<file path="src/rtl/alu_seq_pkg.sv">
// Shared types and constants for the multi-precision ALU sequencer and its 8-bit slice.
package alu_seq_pkg;

    localparam int unsigned BYTE_W = 8;

    typedef enum logic [2:0] {
        OP_ADD  = 3'd0,
        OP_SUB  = 3'd1,
        OP_RSUB = 3'd2,
        OP_OR   = 3'd3,
        OP_AND  = 3'd4,
        OP_ANDN = 3'd5,
        OP_XOR  = 3'd6,
        OP_XNOR = 3'd7
    } op_t;

    typedef enum logic [1:0] {
        ST_IDLE = 2'd0,
        ST_RUN  = 2'd1,
        ST_DONE = 2'd2
    } state_t;

endpackage

</file>
<file path="src/rtl/alu8_slice.sv">
// Combinational 8-bit ALU byte slice; produces a 9-bit {carry, sum} per byte.
module alu8_slice
    import alu_seq_pkg::*;
(
    input  op_t               i_op,
    input  logic [BYTE_W-1:0] i_a8,
    input  logic [BYTE_W-1:0] i_b8,
    input  logic              i_cin,
    input  logic              i_first,
    output logic [BYTE_W-1:0] o_sum8,
    output logic              o_cout
);

    logic [BYTE_W:0] w_full;
    logic            w_cin_eff;

    // RSUB inverts the carry only on the least significant byte; upper bytes take the raw ripple carry.
    always_comb begin
        w_full    = '0;
        if (i_first && (i_op == OP_RSUB)) begin
            w_cin_eff = ~i_cin;
        end else begin
            w_cin_eff = i_cin;
        end
        case (i_op)
            OP_ADD:  w_full = {1'b0, i_a8} + {1'b0, i_b8} + {{BYTE_W{1'b0}}, w_cin_eff};
            OP_SUB:  w_full = {1'b0, i_a8} + {1'b0, ~i_b8} + {{BYTE_W{1'b0}}, w_cin_eff};
            OP_RSUB: w_full = {1'b0, ~i_a8} + {1'b0, i_b8} + {{BYTE_W{1'b0}}, w_cin_eff};
            OP_OR:   w_full = {1'b0, i_a8 | i_b8};
            OP_AND:  w_full = {1'b0, i_a8 & i_b8};
            OP_ANDN: w_full = {1'b0, ~i_a8 & i_b8};
            OP_XOR:  w_full = {1'b0, i_a8 ^ i_b8};
            OP_XNOR: w_full = {1'b0, ~(i_a8 ^ i_b8)};
            default: w_full = '0;
        endcase
        o_sum8 = w_full[BYTE_W-1:0];
        o_cout = w_full[BYTE_W];
    end

endmodule

</file>
<file path="src/rtl/alu_seq_ctrl.sv">
// Runs one NBYTES-wide ALU operation through a single byte slice, LSB first,
// rippling the carry between bytes and registering result/flags at the end.
module alu_seq_ctrl
    import alu_seq_pkg::*;
#(
    parameter int NBYTES = 4,
    parameter int CW     = $clog2(NBYTES) + 1,
    localparam int W     = 8 * NBYTES
) (
    input  logic         clk,
    input  logic         rst_n,
    input  logic         start,
    input  logic [2:0]   op,
    input  logic [W-1:0] a,
    input  logic [W-1:0] b,
    input  logic         c_in,
    output logic         busy,
    output logic         done,
    output logic [W-1:0] result,
    output logic         c_out,
    output logic         zero
);

    state_t            r_state;
    op_t               r_op;
    logic [CW-1:0]     r_cnt;
    logic [W-1:0]      r_a;
    logic [W-1:0]      r_b;
    logic [W-1:0]      r_acc;
    logic [W-1:0]      r_result;
    logic              r_carry;
    logic              r_busy;
    logic              r_done;
    logic              r_c_out;
    logic              r_zero;

    logic [31:0]       w_lo;
    logic [BYTE_W-1:0] w_a8;
    logic [BYTE_W-1:0] w_b8;
    logic [BYTE_W-1:0] w_sum8;
    logic              w_cout;
    logic              w_first;
    logic              w_last;
    logic [W-1:0]      w_acc_next;

    // Select the current byte and merge the slice output into its accumulator slot (slot is zero until written).
    always_comb begin
        w_lo       = 32'(r_cnt) * BYTE_W;
        w_a8       = BYTE_W'(r_a >> w_lo);
        w_b8       = BYTE_W'(r_b >> w_lo);
        w_first    = (r_cnt == '0);
        w_last     = (r_cnt == CW'(NBYTES - 1));
        w_acc_next = r_acc | (W'(w_sum8) << w_lo);
    end

    alu8_slice u_slice (
        .i_op    (r_op),
        .i_a8    (w_a8),
        .i_b8    (w_b8),
        .i_cin   (r_carry),
        .i_first (w_first),
        .o_sum8  (w_sum8),
        .o_cout  (w_cout)
    );

    // Sequencer FSM: latch command in IDLE, one byte per cycle in RUN, one-cycle DONE pulse.
    always_ff @(posedge clk or negedge rst_n) begin
        if (!rst_n) begin
            r_state  <= ST_IDLE;
            r_op     <= OP_ADD;
            r_cnt    <= '0;
            r_a      <= '0;
            r_b      <= '0;
            r_acc    <= '0;
            r_result <= '0;
            r_carry  <= 1'b0;
            r_busy   <= 1'b0;
            r_done   <= 1'b0;
            r_c_out  <= 1'b0;
            r_zero   <= 1'b0;
        end else begin
            case (r_state)
                ST_IDLE: begin
                    if (start) begin
                        r_op    <= op_t'(op);
                        r_a     <= a;
                        r_b     <= b;
                        r_carry <= c_in;
                        r_cnt   <= '0;
                        r_acc   <= '0;
                        r_busy  <= 1'b1;
                        r_state <= ST_RUN;
                    end
                end
                ST_RUN: begin
                    r_acc   <= w_acc_next;
                    r_carry <= w_cout;
                    if (w_last) begin
                        r_cnt    <= '0;
                        r_result <= w_acc_next;
                        r_c_out  <= w_cout;
                        r_zero   <= (w_acc_next == '0);
                        r_done   <= 1'b1;
                        r_state  <= ST_DONE;
                    end else begin
                        r_cnt <= r_cnt + CW'(1);
                    end
                end
                ST_DONE: begin
                    r_done  <= 1'b0;
                    r_busy  <= 1'b0;
                    r_state <= ST_IDLE;
                end
                default: begin
                    r_done  <= 1'b0;
                    r_busy  <= 1'b0;
                    r_state <= ST_IDLE;
                end
            endcase
        end
    end

    assign busy   = r_busy;
    assign done   = r_done;
    assign result = r_result;
    assign c_out  = r_c_out;
    assign zero   = r_zero;

endmodule

</file>
<file path="config.mk">
export PLATFORM = sky130hd
export DESIGN_NAME = alu_seq_ctrl
export DESIGN_NICKNAME = d
export VERILOG_FILES = /design/src/rtl/alu_seq_pkg.sv /design/src/rtl/alu8_slice.sv /design/src/rtl/alu_seq_ctrl.sv
export SDC_FILE = /design/constraint.sdc
export NUM_CORES = 1
export LEC_CHECK = 0
export ABC_AREA = 0
export BUFFER_PORTS_ARGS = -buffer_cell sky130_fd_sc_hd__clkbuf_2
export CORE_MARGIN = 10
export CORE_UTILIZATION = 50
export DETAILED_ROUTE_END_ITERATION = 6
export PLACE_DENSITY = 0.71
export SETUP_SLACK_MARGIN = 0.5
export SLEW_MARGIN = 30
export SYNTH_ARGS = -nofsm -noshare
export SYNTH_HDL_FRONTEND = slang
export SYNTH_SLANG_ARGS = --single-unit
</file>
<file path="constraint.sdc">
create_clock -name clk -period 5.35 [get_ports clk]
set_input_delay 0.8025 -clock clk [delete_from_list [all_inputs] [get_ports clk]]
set_output_delay 0.8025 -clock clk [all_outputs]
set_load 0.005 [all_outputs]
</file>
* Yosys cells after proc, flatten, opt, wreduce, memory -nomap -nowiden
Index checks and enable logic that the tools add are counted.
** Operators by class
- Equal/unequal tests :: 11
- Shift-type cells :: 3
- Add/subtract/negate cells :: 7
- Multiplexer cells :: 16
- Reductions and logical operators :: 12
- Bitwise gates (word level) :: 11
** Operators with widths (count)
- $pmux 9 s8 :: 1
- $pmux 32 s2 :: 1
- $shr 32x6->8 :: 2
- $logic_not 32->1 :: 1
- $mux 32 :: 1
- $or 32x32->32 :: 1
- $shl 8x6->32 :: 1
- $add 8x8->9 :: 3
- $add 9x1->9 :: 3
- $not 8->8 :: 3
- $and 8x8->8 :: 2
- $eq 3x3->1 const B :: 4
- $reduce_and 2->1 :: 6
- $eq 3x2->1 const B :: 3
- $or 8x8->8 :: 1
- $xor 8x8->8 :: 1
- $logic_not 3->1 :: 2
- $mux 3 :: 2
- $pmux 1 s2 :: 3
- $pmux 3 s2 :: 1
- $mux 1 :: 4
- $mux 2 :: 2
- $ne 2x2->1 const B :: 2
- $pmux 2 s2 :: 1
- 7 further kinds :: 9
** Word-level totals
- Bits in registers :: 141
- Output and inout port bits :: 36
- Input port bits :: 71
- Word-level logic and storage cells :: 72

* Logic depth before layout (Yosys ltp)
Gate-level depths: netlist of the first run.
- Depth after elaboration :: 8
- Depth in mapped cells :: 17

* Hierarchy
From an unflattened synthesis of the first run, not the netlist that was laid out.
** Unflattened totals
- Cells, all modules :: 889
- Area total of the unflattened synthesis :: 7892.6 um2
** By module, submodules not included
- alu_seq_ctrl :: instances 1, area an instance 6108.4 um2, seq. area each 3528.4 um2, cells each 642
- alu8_slice :: instances 1, area an instance 1784.2 um2, seq. area each 0.0 um2, cells each 247

* Worst setup path after synthesis of the first run
No wires, ideal clock.
- Path type :: reg2reg
- Start :: reg r_cnt[1]
- End :: reg r_zero, in the netlist zero
- Path buffers :: 3
- Cell stages (with the launch flop) :: 18
- Data required time :: 5.284 ns
- Path slack :: 1.302 ns
- Period minus slack after synthesis :: 4.048 ns
- Arrival :: 3.982 ns
- Path through :: dfrtp_1 > buf_2 > buf_4 > buf_4 > inv_1 > ha_1 > and3_1 > xor2_1 > fa_1 > fa_1 > nor2b_1 > a2111o_1 > a32oi_1 > a21oi_2 > a22oi_1 > nand4_1 > a2111oi_2 > a32o_2
** On the way
- Word-level cells in the longest chain between the ends :: 8
- Elaborated cells between the ends (all ways) :: 24
** RTL lines
- start: declaration :: line alu_seq_ctrl.sv:26 : logic [CW-1:0] r_cnt;
- start signal: assignment :: line alu_seq_ctrl.sv:106 : r_cnt <= r_cnt + CW'(1);
- $shr 32x6->8 (tied with other cells) :: line alu_seq_ctrl.sv:49 : w_a8 = BYTE_W'(r_a >> w_lo);
- $not 8->8 (tied with other cells) :: line alu8_slice.sv:28, alu8_slice.sv:31
- $add 8x8->9 (tied with other cells) :: line alu8_slice.sv:28 : OP_RSUB: w_full = {1'b0, ~i_a8} + {1'b0, i_b8} + {{BYTE_W{1'b0}}, w_cin_eff};
- $add 9x1->9 (on tied branches) :: line alu8_slice.sv:28, alu8_slice.sv:26, alu8_slice.sv:27
- $pmux 9 s8 :: line alu8_slice.sv:25 : case (i_op)
- $shl 8x6->32 :: line alu_seq_ctrl.sv:53 : w_acc_next = r_acc | (W'(w_sum8) << w_lo);
- $or 32x32->32 :: line alu_seq_ctrl.sv:53
- $logic_not 32->1 :: line alu_seq_ctrl.sv:102 : r_zero <= (w_acc_next == '0);
- end signal: assignment :: line alu_seq_ctrl.sv:102
- end: declaration :: line alu_seq_ctrl.sv:35 : logic r_zero;
Parallel ways exist; a longest one is shown, timed or not.
A chain may end at the register's enable or synchronous reset.

* Worst setup path in the final report of the first run
- Start :: reg r_cnt[0]
- End :: reg r_zero, in the netlist zero
Same word-level chain as after synthesis.

==> results of run 1 <==
cell usage after synthesis (9+ instances only):
cell type / number
xnor2_1: 10
nand3_1: 10
a21oi_1: 92
nand2b_1: 9
nand2_1: 50
nor3_1: 12
mux4_2: 9
mux2_2: 66
o21ai_0: 38
ha_1: 32
nor2_1: 69
mux2i_1: 9
inv_1: 28
dfrtp_1: 141
clkbuf_1: 32
through the flow:
stage,std cells,hold WS [ns]
after detailed placement,1055,0.4737
after global placement,1055,0.4647
after global routing,1087,0.5070
after floorplan,770,0.4538
final,1087,0.4789
after CTS,1087,0.4867
cells by family (layout without fill, tap and decap cells):
kind of cell / Yosys count / in the layout / synth area share, %
compound gates: 207 / 207 / 16.17
xor+xnor: 15 / 15 / 1.660
fa+ha+maj: 38 / 38 / 6.576
flops: 141 / 141 / 44.58
buf+inv: 78 / 184 / 4.236
simple gates: 202 / 202 / 12.41
mux: 89 / 89 / 14.37
metal layers:
| metal | wire length, um | GRT usage, % | vias to the layer above | share of wire [%] |
|---|---|---|---|---|
| met5 | 0 | 0 | - | 0 |
| met4 | 624 | 8.493 | 0 | 3.0 |
| li1 | - | - | 2947 | - |
| met1 | 8939 | 25.05 | 3061 | 43 |
| met3 | 1302 | 4.409 | 51 | 6.2 |
| met2 | 9993 | 31.35 | 236 | 48 |
state kept, by name (all words and copies together), names as in the netlist, 2 cells and up:
| register | count |
|---|---|
| r_a | 32 |
| r_acc | 32 |
| r_b | 32 |
| r_cnt | 3 |
| r_op | 3 |
| r_state | 2 |
| result | 32 |
final cells by class:
class                   instances  share of cell area [%]
flip-flops and latches        141                   38.26
inverters                      33                   1.343
clock buffers                  23                   5.292
clock inverters                 9                   1.167
multi-input cells             551                   44.15
repair buffers                119                   6.920
well taps                     211                   2.863
cell usage in the layout, fill, tap and decap left out, drive strengths merged, types with 12 or more instances in the layout:
cell,netlist,layout
dfrtp,141,141
o21ai,44,44
mux2,68,68
a21oi,95,95
nor3,14,14
clkbuf,32,128
nand2,50,50
inv,33,35
buf,13,14
ha,32,32
mux4,12,12
nor2,69,69
worst max-delay path by stage:
stage	from	endpoint	cells after the start
floorplan	r_cnt[1]	zero	17
global placement	r_cnt[0]	zero	14
detailed placement	r_cnt[0]	zero	14
CTS	r_cnt[0]	zero	14
global route	r_cnt[0]	zero	14
finish	r_cnt[0]	zero	12
==> flow_summary.yaml, run 1 <==
timing:
  slew_viol_final: 0
  worstMarginPinSlew_ns: 1.009
  setup_viol: 0
  tns_ns: 0
  final.setup.worst_slack_ns: 0.9538
  relSlewSlack_pct: 32.72
  hold_viol: 0
  rsz0062_at_grt: "false"
  post-route-period-util_pct: 82.17
  fin_skew_ns: 0.007302
  fmax_mhz: 227.5
  min_period_ns: 4.396
place:
  place_ws_ns: 1.007
  placed_area_um2: 8612
  port_buffers: 106
  gp_congestion: 0.8749
  dp_hpwl_um: 15100
setup_path:
  slowest_stage: "mux4_1"
  endpoint_kind: "register"
  critPathMaxStageDelay_ns: 0.59
  crit_chain: "buf_4 > mux4_1 > and2_1 > ha_1 > and3_1 > a221oi_1 > o21ai_0 > o221ai_1 > a22oi_1 > a31oi_2 > nand2_1 > a32o_2"
  crit_type: "reg2reg"
  cp.arrival_ns: 4.70
  rr_startpoint: "r_cnt[0]"
  ff2ff_path_depth: 12
  worst-endpoint-required_ns: 5.65
  cp_max_fo: 15
  worstReg2RegEnd: "zero"
  ff2ff_setup_slack_ns: 0.95
  critPathBufInv: 1
  crit_family: "compound AO/OA/AOI/OAI gates"
  cp-start-kind: "register"
synthesis:
  syn-num-nets: 879
  synth_warnings: 0
  synth-edff-count: 0
  synth_top_area_share_pct: 44.58
  ys_ff_latch: 141
  ys.flop_type: "dfrtp_1"
  synthCells: 770
  synth-async-reset-ratio_pct: 100.0
  synth_area_um2: 7915
  synthTopCellsByArea: "dfrtp_1, mux2_2, a21oi_1, ha_1, nor2_1"
  synth_area_per_cell_um2: 10.28
  ys_types: 71
  yosys.area.top_type: "dfrtp_1"
  yosysSeqAreaShare_pct: 44.58
detailed_routing:
  first_pass_iters: 5
  drc: 0
  via_per_inst: 5.791
  wire_per_inst_um: 19.19
  drt_iter0_markers: 570
  vias: 6295
  ant_nets: 0
  routed_wl_um: 20860
floorplanning:
  die_w_um: 145.8
  start_util_pct: 51.49
  core-area_um2: 15370
  io_pins: 107
  dieArea_um2: 21260
  core.rowCount: 45
  die_y_um: 145.8
global_route:
  grt_pass1_vias: 6420
  grtUsageTotal_pct: 19.65
  grt_max_degree: 97
  antenna_found_initial: 0
  grt_overflow: 0
  grt_pass1_wl_um: 34040
status:
  status: "complete, no violations"
clocking:
  clk_pin_slew_ns: 0.06
  cts_sinks: 141
  postCtsHoldBufs: 0
  cts_buffers: 17
  cts_setup_buffers: 0
  cts_max_path_buffers: 2
  insertion_delay_ns: 0.42
  clockRootBuffer: "clkbuf_16"
  postCtsResizedCells: 0
  tritoncts: "built"
  htree_levels: 4
finish:
  nNetsFinal: 972
  layout.area.seq_um2: 3528
  final_area_um2: 9221
  final_core_util_pct: 59.99
  multi_input_area_um2: 4071
  drive_above_1_share_pct: 28.31
  nFillCells: 1289
  area_growth_pct: 16.50
  diodes: 0
hold_path:
  hold_class: "in2async"
run:
  max-cap-violations: 0
Power of run 1 is not shown: default switching activity piles up to over one toggle a cycle in this logic, so the estimate is an artifact.
==> run 2: changes to the inputs <==
- PLACE_DENSITY: 0.71 -> 0.74
- clock period: 5.35 -> 3.74 ns (I/O delays scaled with it)
==> flow_summary.yaml, run 2 (same netlist as run 1, synthesis figures left out) <==
clocking:
  htree_levels: 4
  cts_max_path_buffers: 2
  postCtsHoldBufs: 0
  cts_sinks: 141
  clk_pin_slew_ns: 0.06
  cts_buffers: 17
  tritoncts: "built"
  clockRootBuffer: "clkbuf_16"
  insertion_delay_ns: 0.42
detailed_routing:
  wire_per_inst_um: 19.78
  via_per_inst: 5.772
  vias: 6759
  drc: 0
  drt_iter0_markers: 532
  ant_nets: 0
  first_pass_iters: 5
  routed_wl_um: 23170
finish:
  final_area_um2: 10650
  final_common_cell: "dfrtp_1"
  multi_input_area_um2: 4661
  nNetsFinal: 1057
  layout.area.seq_um2: 3531
  diodes: 0
  final_cells: 1171
  final_cell_mix: "dfrtp_1, clkbuf_2, buf_4"
  area_growth_pct: 34.49
  final_core_util_pct: 69.26
  nFillCells: 1041
  drive_above_1_share_pct: 45.83
global_route:
  grt_max_degree: 86
  antenna_found_initial: 0
  grtUsageTotal_pct: 20.83
  grt_pass1_wl_um: 36060
  grt_overflow: 0
  grt_pass1_vias: 6819
status:
  status: "complete, no violations"
timing:
  min_period_ns: 3.636
  fin_skew_ns: 0.005895
  relSlewSlack_pct: 25.15
  rsz0062_at_grt: "true"
  hold_viol: 0
  fmax_mhz: 275.0
  slew_viol_final: 0
  tns_ns: 0
  setup_viol: 0
  post-route-period-util_pct: 97.23
  worstMarginPinSlew_ns: 1.119
setup_path:
  cp.arrival_ns: 3.92
  crit_type: "reg2reg"
  endpoint_kind: "register"
  worst-endpoint-required_ns: 4.03
  cp_max_fo: 7
  cp-start-kind: "register"
place:
  port_buffers: 106
  dp_hpwl_um: 15390
  placed_area_um2: 9180
  dp_cells: 1107
  gp_congestion: 0.9483
hold_path:
  hold_class: "in2async"
floorplanning:
  io_pins: 107
  core-area_um2: 15370
  start_util_pct: 51.49
  die_w_um: 145.8
  dieArea_um2: 21260
  die_y_um: 145.8
  core.rowCount: 45
run:
  max-cap-violations: 0
-- run 2: per-stage QoR --
stage | hold slack (ns) | setup slack [ns]
global placement | 0.4638 | 0.06439
global route | 0.2440 | -0.004382
detailed placement | 0.4725 | -0.004888
CTS | 0.2143 | 0.1617
finish | 0.1911 | 0.1035
floorplan | 0.2654 | 0.02718
-- run 2: critical path, cell delays in order (launching register included) --
cell,delay (ns)
dfrtp_2,0.42
buf_6,0.14
buf_12,0.12
mux4_2,0.49
and2_4,0.17
ha_4,0.23
buf_12,0.13
a21o_1,0.21
a221oi_4,0.31
o21ai_2,0.11
a221o_1,0.33
a22oi_2,0.26
a31oi_4,0.06
buf_12,0.18
buf_6,0.12
a21oi_2,0.14
a21oi_1,0.08
-- run 2: cell type report --
class                   count  area share [%]
inverters                  33           1.234
multi-input cells         551           43.78
repair buffers            204           13.61
well taps                 211           2.480
clock inverters             9           1.269
clock buffers              22           4.455
flip-flops and latches    141           33.17
-- run 2: repair_timing --
action / in CTS / in global routing
setup endpoints to repair: 66 / 66
cloned: 1 / 0
pin swaps: 23 / 39
endpoints found under the hold margin: 0 / 0
buffers inserted: 22 / 10
gates resized for setup: 56 / 71
-- run 2: worst paths after layout --
| check | from | endpoint | slack [ns] | depth (start not counted) |
|---|---|---|---|---|
| setup / recovery | r_cnt[0] | result[7] | 0.10 | 16 |
| setup reg to reg | r_cnt[0] | result[7] | 0.10 | 16 |
| hold / removal | rst_n | r_b[5] | 0.19 | 1 |
| max in group asynchronous | rst_n | result[11] | 2.77 | 2 |
| hold reg to reg | result[5] | result[5] | 0.48 | 2 |
| min in group clk | a[28] | r_a[28] | 0.37 | 2 |
-- run 2: layer usage --
layer  global-route usage, %  part of all wire (%)  wire (um)
met1                   27.55                    43       9905
met2                   31.69                    47      10960
met3                   5.247                   6.9       1593
met4                   8.999                   3.1        707
met5                       0                     0          0
Power of run 2 is left out for the same reason.
==> run 3: changes to the inputs <==
- MAX_ROUTING_LAYER: default -> met4
==> flow_summary.yaml, run 3 (same netlist as run 1, synthesis figures left out) <==
status:
  status: "complete, no violations"
finish:
  final_common_cell: "dfrtp_1"
  multi_input_area_um2: 4690
  diodes: 0
  final_core_util_pct: 69.12
  area_growth_pct: 34.22
  layout.area.seq_um2: 3530
  nFillCells: 1070
  final_cell_mix: "dfrtp_1, clkbuf_2, buf_4"
  nNetsFinal: 1057
  drive_above_1_share_pct: 45.89
setup_path:
  endpoint: "zero"
  crit_family: "compound AO/OA/AOI/OAI gates"
  worst-endpoint-required_ns: 4.10
  ff2ff_setup_slack_ns: 0.11
  ff2ff_path_depth: 12
  critPathBufInv: 0
  critPathMaxStageDelay_ns: 0.55
  cp.arrival_ns: 3.99
  worstReg2RegEnd: "zero"
  endpoint_kind: "register"
  crit_chain: "mux4_2 > and2_4 > fa_2 > fa_2 > nand3_2 > a211o_1 > nand4_1 > a311oi_2 > a211oi_1 > a211o_1 > a2111oi_2 > a32o_2"
  crit_cells: 12
  slowest_stage: "mux4_2"
  crit_type: "reg2reg"
  cp-start-kind: "register"
  cp_max_fo: 5
  rr_startpoint: "r_cnt[0]"
  cp-startpoint: "r_cnt[0]"
global_route:
  grt_overflow: 0
  grt_util_met1_pct: 28.36
  grt-busiest-layer: "met2"
  antenna_found_initial: 0
  grt_pass1_vias: 6977
  grt_max_degree: 99
  grtUsageTotal_pct: 21.81
  grt_pass1_wl_um: 36980
  grt.met3_usage_pct: 4.067
  met2_usage_pct: 33.44
place:
  gp_congestion: 0.9433
  port_buffers: 106
  dp_hpwl_um: 15780
clocking:
  htree_levels: 4
  cts_max_path_buffers: 2
  clk_pin_slew_ns: 0.06
  postCtsHoldBufs: 0
  cts_sinks: 141
  cts_buffers: 17
  tritoncts: "built"
  insertion_delay_ns: 0.43
  clockRootBuffer: "clkbuf_16"
floorplanning:
  core-area_um2: 15370
  core.rowCount: 45
  start_util_pct: 51.49
  die_y_um: 145.8
  dieArea_um2: 21260
  die_w_um: 145.8
  io_pins: 107
timing:
  relSlewSlack_pct: 16.03
  rsz0062_at_grt: "true"
  post-route-period-util_pct: 96.98
  setup_viol: 0
  fin_skew_ns: 0.009637
  hold_viol: 0
  worstMarginPinSlew_ns: 1.250
  holdWs_ns: 0.2262
  slew_viol_final: 0
  fmax_mhz: 275.7
  min_period_ns: 3.627
run:
  max-cap-violations: 0
detailed_routing:
  via_per_inst: 5.894
  drt_iter0_markers: 653
  ant_nets: 0
  vias: 6908
  drc: 0
  first_pass_iters: 5
  routed_wl_um: 23940
  wire_per_inst_um: 20.42
hold_path:
  hold_class: "in2async"
run 3: worst min-delay path by stage:
stage	from	end	slack [ns]	cells past startpoint
final	rst_n	r_b[5]	0.23	1
after global routing	rst_n	r_b[5]	0.28	1
after CTS	rst_n	r_b[5]	0.26	1
after detailed placement	result[3]	result[3]	0.47	2
after global placement	result[30]	result[30]	0.46	2
after floorplan	rst_n	busy	0.27	0
run 3: final cells by class:
type                    count  share of cell area (%)
clock buffers              20                   4.299
clock inverters            12                   1.284
inverters                  33                   1.213
multi-input cells         552                   44.14
flip-flops and latches    141                   33.22
well taps                 211                   2.485
repair buffers            203                   13.36
run 3: through the flow:
stage,instance area (um2),setup TNS [ns],setup slack (ns),instances
3_3_place_gp,9130,0,0.03450,1102
5_1_grt,10620,-0.005550,-0.005550,1172
6_report,10620,0,0.1130,1172
4_1_cts,10160,0,0.1453,1158
2_1_floorplan,8066,0,0.02718,770
3_5_place_dp,9130,-0.05934,-0.05934,1102
run 3: metal layers:
metal	up-vias	wire length, um
li1	3111	-
met1	3468	10560
met2	271	11580
met3	58	1203
met4	0	601
met5	-	0
run 3: repair_timing:
item	in CTS	in global routing
buffers inserted	23	12
gates resized for setup	63	77
endpoints found under the hold margin	0	0
gates cloned	1	2
setup endpoints to repair	62	63
pin swaps	24	45
Power of run 3 is left out for the same reason.
